<file path="config.mk">
export PLATFORM = sky130hd
export DESIGN_NAME = dcache_mem_ctrl
export DESIGN_NICKNAME = d
export VERILOG_FILES = /design/src/rtl/dcache_mem_ctrl.sv
export SDC_FILE = /design/constraint.sdc
export NUM_CORES = 1
export LEC_CHECK = 0
export ABC_AREA = 1
export CAP_MARGIN = 5
export CELL_PAD_IN_SITES_DETAIL_PLACEMENT = 1
export CELL_PAD_IN_SITES_GLOBAL_PLACEMENT = 1
export CORE_MARGIN = 5
export CORE_UTILIZATION = 42
export CTS_BUF_LIST = sky130_fd_sc_hd__clkbuf_4 sky130_fd_sc_hd__clkbuf_8
export CTS_CLUSTER_DIAMETER = 150
export CTS_CLUSTER_SIZE = 28
export DETAILED_ROUTE_END_ITERATION = 8
export PLACE_DENSITY_LB_ADDON = 0.1
export SLEW_MARGIN = 15
export SYNTH_ARGS = -nofsm -noshare
export SYNTH_HDL_FRONTEND = slang
export SYNTH_SLANG_ARGS = --single-unit
</file>
<file path="constraint.sdc">
create_clock -name CLK -period 4.2 [get_ports CLK]
set_input_delay 1.05 -clock CLK [delete_from_list [all_inputs] [get_ports CLK]]
set_output_delay 1.05 -clock CLK [all_outputs]
set_load 0.05 [all_outputs]
</file>
<file path="src/rtl/dcache_mem_ctrl.sv">
// ----------------------------------------------------------------------------
// dcache_mem_ctrl
//
// Miss and write-through controller between a direct-mapped data cache and
// a multi-cycle data memory.
//   - A read miss stalls the pipeline, waits for the posted write buffer to
//     drain, fetches the word from memory and returns it to the cache with a
//     one-cycle fill strobe.
//   - Every store is pushed into a small circular write buffer, whether or not
//     the cache hit, and is then written to memory in program order.
//   - The memory port has one owner per cycle. Buffered writes may use it in
//     IDLE/DRAIN, and the single outstanding read uses it only in RD_REQ.
//
// Ports
//   CLK, RST_N   clock, asynchronous active-low reset
//   MemRead      pipeline load request
//   MemWrite     pipeline store request (wins if MemRead is also set)
//   A, WD, BE    access byte address, store data, store byte enables
//   hit_i        cache hit flag
//   FoundData    fill word to the cache
//   FillValid    one-cycle fill strobe to the cache
//   Stall        freezes the pipeline (holds A/WD/BE/MemRead/MemWrite)
//   mem_req      memory request valid, held until mem_ready
//   mem_we       1 = write, 0 = read
//   mem_addr     memory request address
//   mem_wdata    memory write data
//   mem_be       memory write byte enables
//   mem_ready    memory accepts the request at this rising edge
//   mem_rvalid   read data valid (only observed in RD_WAIT)
//   mem_rdata    read data
// ----------------------------------------------------------------------------
module dcache_mem_ctrl #(
    parameter int unsigned ADDRESS_WIDTH = 17,
    parameter int unsigned DATA_WIDTH    = 32,
    parameter int unsigned WB_DEPTH      = 4
) (
    input  logic                     CLK,
    input  logic                     RST_N,
    input  logic                     MemRead,
    input  logic                     MemWrite,
    input  logic [ADDRESS_WIDTH-1:0] A,
    input  logic [DATA_WIDTH-1:0]    WD,
    input  logic [3:0]               BE,
    input  logic                     hit_i,
    output logic [DATA_WIDTH-1:0]    FoundData,
    output logic                     FillValid,
    output logic                     Stall,
    output logic                     mem_req,
    output logic                     mem_we,
    output logic [ADDRESS_WIDTH-1:0] mem_addr,
    output logic [DATA_WIDTH-1:0]    mem_wdata,
    output logic [3:0]               mem_be,
    input  logic                     mem_ready,
    input  logic                     mem_rvalid,
    input  logic [DATA_WIDTH-1:0]    mem_rdata
);

    localparam int unsigned PtrWidth = $clog2(WB_DEPTH);
    localparam int unsigned CntWidth = PtrWidth + 1;
    localparam logic [CntWidth-1:0] WbFull = CntWidth'(WB_DEPTH);

    typedef enum logic [2:0] {
        StIdle,
        StDrain,
        StRdReq,
        StRdWait,
        StFill,
        StResume
    } state_e;

    state_e r_state;
    state_e w_state_next;

    // Write buffer storage and bookkeeping
    logic [ADDRESS_WIDTH-1:0] r_wb_addr [WB_DEPTH];
    logic [DATA_WIDTH-1:0]    r_wb_data [WB_DEPTH];
    logic [3:0]               r_wb_be   [WB_DEPTH];
    logic [PtrWidth-1:0]      r_wr_ptr;
    logic [PtrWidth-1:0]      r_rd_ptr;
    logic [CntWidth-1:0]      r_wb_count;

    logic [ADDRESS_WIDTH-1:0] r_miss_addr;
    logic [DATA_WIDTH-1:0]    r_fill_data;

    logic w_wb_empty;
    logic w_wb_full;
    logic w_miss;
    logic w_push;
    logic w_wr_owner;
    logic w_pop;
    logic w_latch_miss;
    logic w_capture;

    assign w_wb_empty = (r_wb_count == '0);
    assign w_wb_full  = (r_wb_count == WbFull);

    // A simultaneous load and store is treated as a store only.
    assign w_miss = MemRead & ~MemWrite & ~hit_i;

    // Stores are only accepted in IDLE; in every other state the pipeline is
    // frozen on the missing load, so no store can be presented.
    assign w_push = (r_state == StIdle) & MemWrite & ~w_wb_full;

    // The buffer owns the memory port in IDLE/DRAIN whenever it holds data.
    assign w_wr_owner = ((r_state == StIdle) | (r_state == StDrain)) & ~w_wb_empty;
    assign w_pop      = w_wr_owner & mem_ready;

    assign FoundData = r_fill_data;

    // ------------------------------------------------------------------------
    // FSM state register
    // ------------------------------------------------------------------------
    always_ff @(posedge CLK or negedge RST_N) begin
        if (!RST_N) begin
            r_state <= StIdle;
        end else begin
            r_state <= w_state_next;
        end
    end

    // ------------------------------------------------------------------------
    // FSM next state and outputs
    // ------------------------------------------------------------------------
    always_comb begin
        w_state_next = r_state;
        Stall        = 1'b0;
        FillValid    = 1'b0;
        mem_req      = 1'b0;
        mem_we       = 1'b0;
        mem_addr     = '0;
        mem_wdata    = '0;
        mem_be       = '0;
        w_latch_miss = 1'b0;
        w_capture    = 1'b0;

        if (w_wr_owner) begin
            mem_req   = 1'b1;
            mem_we    = 1'b1;
            mem_addr  = r_wb_addr[r_rd_ptr];
            mem_wdata = r_wb_data[r_rd_ptr];
            mem_be    = r_wb_be[r_rd_ptr];
        end

        unique case (r_state)
            StIdle: begin
                if (w_miss) begin
                    Stall        = 1'b1;
                    w_latch_miss = 1'b1;
                    // Reads may not overtake buffered writes.
                    w_state_next = w_wb_empty ? StRdReq : StDrain;
                end else if (MemWrite && w_wb_full) begin
                    // Store is held by the pipeline until a slot frees up.
                    Stall = 1'b1;
                end
            end

            StDrain: begin
                Stall = 1'b1;
                if (w_wb_empty) begin
                    w_state_next = StRdReq;
                end
            end

            StRdReq: begin
                Stall    = 1'b1;
                mem_req  = 1'b1;
                mem_we   = 1'b0;
                mem_addr = r_miss_addr;
                if (mem_ready) begin
                    w_state_next = StRdWait;
                end
            end

            StRdWait: begin
                Stall = 1'b1;
                if (mem_rvalid) begin
                    w_capture    = 1'b1;
                    w_state_next = StFill;
                end
            end

            StFill: begin
                Stall        = 1'b1;
                FillValid    = 1'b1;
                w_state_next = StResume;
            end

            StResume: begin
                // One extra cycle lets the cache's registered hit flag settle.
                Stall        = 1'b1;
                w_state_next = StIdle;
            end

            default: begin
                w_state_next = StIdle;
            end
        endcase
    end

    // ------------------------------------------------------------------------
    // Miss address and fill data
    // ------------------------------------------------------------------------
    always_ff @(posedge CLK or negedge RST_N) begin
        if (!RST_N) begin
            r_miss_addr <= '0;
            r_fill_data <= '0;
        end else begin
            if (w_latch_miss) begin
                r_miss_addr <= A;
            end
            if (w_capture) begin
                r_fill_data <= mem_rdata;
            end
        end
    end

    // ------------------------------------------------------------------------
    // Write buffer: circular FIFO, pointers wrap naturally (power-of-two depth)
    // ------------------------------------------------------------------------
    always_ff @(posedge CLK or negedge RST_N) begin
        if (!RST_N) begin
            r_wr_ptr   <= '0;
            r_rd_ptr   <= '0;
            r_wb_count <= '0;
            for (int unsigned i = 0; i < WB_DEPTH; i++) begin
                r_wb_addr[i] <= '0;
                r_wb_data[i] <= '0;
                r_wb_be[i]   <= '0;
            end
        end else begin
            if (w_push) begin
                r_wb_addr[r_wr_ptr] <= A;
                r_wb_data[r_wr_ptr] <= WD;
                r_wb_be[r_wr_ptr]   <= BE;
                r_wr_ptr            <= r_wr_ptr + PtrWidth'(1);
            end
            if (w_pop) begin
                r_rd_ptr <= r_rd_ptr + PtrWidth'(1);
            end
            unique case ({w_push, w_pop})
                2'b10:   r_wb_count <= r_wb_count + CntWidth'(1);
                2'b01:   r_wb_count <= r_wb_count - CntWidth'(1);
                default: r_wb_count <= r_wb_count;
            endcase
        end
    end

endmodule

</file>
==> qor.txt <==
Seq/Total Area, Yosys: 55.42%
Worst min-delay path class: reg2reg
Setup crit end: mem_wdata[31]
Pin count of the biggest net entering global routing: 91
PortBufs: 180
WP data arrival: 2.78 ns
Detailed placer's ending HPWL: 21,730 um
Worst IR Drop VDD: 0.6959 mV
Setup Crit Path Kind: reg2out
Gr usage total: 20.97%
Area of the multi-input gates: 4633 sq um
Setup_tns: 0 ns
Max Clk Rate: 0.2612 GHz
Slowest CP cell: dfrtp_4
Period utilization: 91.16%
Power density over cell area: 893.3 nW/um^2
Height of the die: 180.7 um
Via density: 5.160
Initial DRC Count: 538
Bufs and invs on worst path: 2
Worst skew pair latency: 0.55 ns
Register area: 6787 sq um
Cells on worst reg2reg path: 11
Crit-path max FO: 66
Final Total Pwr: 13.34 mW
Tightest Pin Transition: 0.8137 ns
Starting density of the core: 42.63%
Async S/R FF share, synth: 100.0%
CTS buffer count: 13
Initial antenna violation count: 1
Nets@finish: 1,686
Yosys reg bits: 271
Worst path depth: 6
WL/cell: 17.27 um
RSZ-0062 raised after global routing: no
Fill cells: 3,390
Worst path max stage delay: 0.99 ns
Final setup fails: 0
Leading area contributor after synthesis: dfrtp_1
Post-synth EDFFs: 0
Depth of the worst hold-timing path: 2
Minimum clock period: 3.829 ns
Synthesized area: 12,240 sq um
Share of layout cells above drive strength 1: 7.809%
CTS tree: done
Skew final: 0.03478 ns
Synth top area share: 55.42%
CP startpoint kind: register
Status: complete, no violations
Die Area: 32,650 sq um
Reg clk slew, reported paths: 0.17 ns
Slew Limit Fails: 0
Global route overflow: 0
First-pass GRT wire length: 57,720 um
Avg Inst Size Synth: 8.346 sq um
Clock Path Buffers: 3
Vias in the first global route: 11,068
Crit end category: output pin
Synth Instances: 1,466
Top Ports: 181
Maxcap violations: 0
Cell repeated most along the worst path: nor2_1
H-tree Lvls: 1
Cell Rows: 62
Yosys cell types: 28
DR vias: 10,180
Commonest non-fill, non-tap cell in the layout: nand2_1
Area grow syn2layout: 22.07%
Hold_ws: 0.4902 ns
Setup crit start: r_rd_ptr[0]$_DFFE_PN0P_
Core box area: 28,700 sq um
Fin. Hold Viols: 0
# DRC: 0
WL final: 34,070 um
R2r endpoint: r_wb_count[2]$_DFFE_PN0P_
Synthesized net count: 1,564
Post-CTS Setup Inserts: 0
Slew margin rel.: 45.75%
Most common flop cell mapped by yosys: dfrtp_1
CP delay by family, top: flip-flops
Post-DRT Antenna Nets: 0
1st-pass router iterations: 5
Critical Path RT: 3.15 ns
Most area-consuming cells after synthesis: dfrtp_1, nand2_1, o21ai_0
Leakage power total: 7.035 nW
CTS Sinks: 271
Post-cts sizing count: 0
Most frequent cells in the layout: nand2_1, dfrtp_1, o21ai_0
Syn. warnings: 0
Reg2reg start: r_wb_count[0]$_DFFE_PN0P_
Worst R2R Setup Slack: 1.27 ns
Clock Tree Root: clkbuf_8
RD Place Congestion: 0.7389
Die W: 180.7 um
Crit-path cells: buf_4 > nor2_1 > nor2_1 > o21ai_0 > a21oi_1 > buf_12
Post-CTS Hold Buffers: 0
-- layout make-up --
type                    instances  area share, %
diodes                          1        0.01675
clock buffers                  14          1.248
clock inverters                 1        0.07540
inverters                      74          1.860
multi-input cells            1023          31.02
flip-flops and latches        271          45.44
well taps                     384          3.217
repair buffers                205          17.12
-- logic make-up after synthesis --
| family | Yosys count | share of synthesized area [%] |
|---|---|---|
| simple gates | 666 | 22.27 |
| compound gates | 347 | 14.61 |
| flops | 271 | 55.42 |
| buf+inv | 172 | 6.729 |
| fa+ha+maj | 6 | 0.6749 |
| xor+xnor | 4 | 0.2864 |
-- synth_stat cells (all sizes together), types with 2 or more instances --
cell,count
buf,47
clkinv,2
ha,5
dfrtp,271
o21ai,305
o21bai,2
nand4,4
xor2,3
clkbuf,51
nand2,417
inv,72
nand3,90
a21oi,39
nor2,154
-- state kept, by name (all words and copies together), names as in the netlist --
signal and count:
FoundData 32, r_miss_addr 17, r_rd_ptr 2, r_state 3, r_wb_addr 68, r_wb_be 16
r_wb_count 3, r_wb_data 128, r_wr_ptr 2
-- routing by layer --
layer / part of all wire (%) / track usage (%) / vias up
met5: 0 / 0 / -
met4: 1.8 / 4.114 / 0
met3: 3.1 / 2.887 / 36
met2: 51 / 38.18 / 140
met1: 44 / 26.79 / 5050
li1: - / - / 4954
-- per-stage QoR --
step	worst slack (ns)	std cells	util (%)	area (sq um)
6_report	0.3712	1973	52.04	14940
5_1_grt	0.1931	1973	52.04	14940
4_1_cts	0.3023	1972	52.03	14930
3_5_place_dp	0.8551	1957	51.34	14740
3_3_place_gp	0.8634	1957	51.34	14740
2_1_floorplan	1.341	1466	-	12240
-- worst reg2reg max path: cells and delay by family, from the launching register on --
kind / cells / cell delay (ns)
AOI/OAI and AO/OA: 2 / 0.28
xor gates and xnor gates: 1 / 0.15
adders and majority gates: 2 / 0.61
buffers and inverters: 3 / 0.55
DFF: 1 / 0.41
and+or+nand+nor: 3 / 0.80
-- worst min-delay path by stage --
| stage | startpoint | end | slack (ns) |
|---|---|---|---|
| 2_1_floorplan | r_wb_count[0]$_DFFE_PN0P_ | r_wb_count[0]$_DFFE_PN0P_ | 0.45 |
| 3_3_place_gp | FoundData[19]$_DFFE_PN0P_ | FoundData[19]$_DFFE_PN0P_ | 0.45 |
| 3_5_place_dp | FoundData[19]$_DFFE_PN0P_ | FoundData[19]$_DFFE_PN0P_ | 0.46 |
| 4_1_cts | RST_N | FoundData[0]$_DFFE_PN0P_ | 0.49 |
| 5_1_grt | r_wb_count[0]$_DFFE_PN0P_ | r_wb_count[0]$_DFFE_PN0P_ | 0.51 |
| 6_report | FoundData[3]$_DFFE_PN0P_ | FoundData[3]$_DFFE_PN0P_ | 0.49 |
-- power by group --
group | leakage [nW] | internal [mW] | total (mW) | switching (mW)
Clock | 0.104 | 0.303 | 1.11 | 0.803
Combinational | 3.48 | 2.94 | 7.65 | 4.72
Sequential | 3.45 | 3.82 | 4.58 | 0.765
Total | 7.04 | 7.06 | 13.3 | 6.28
No activity file was read; power rests on OpenSTA's default activity.
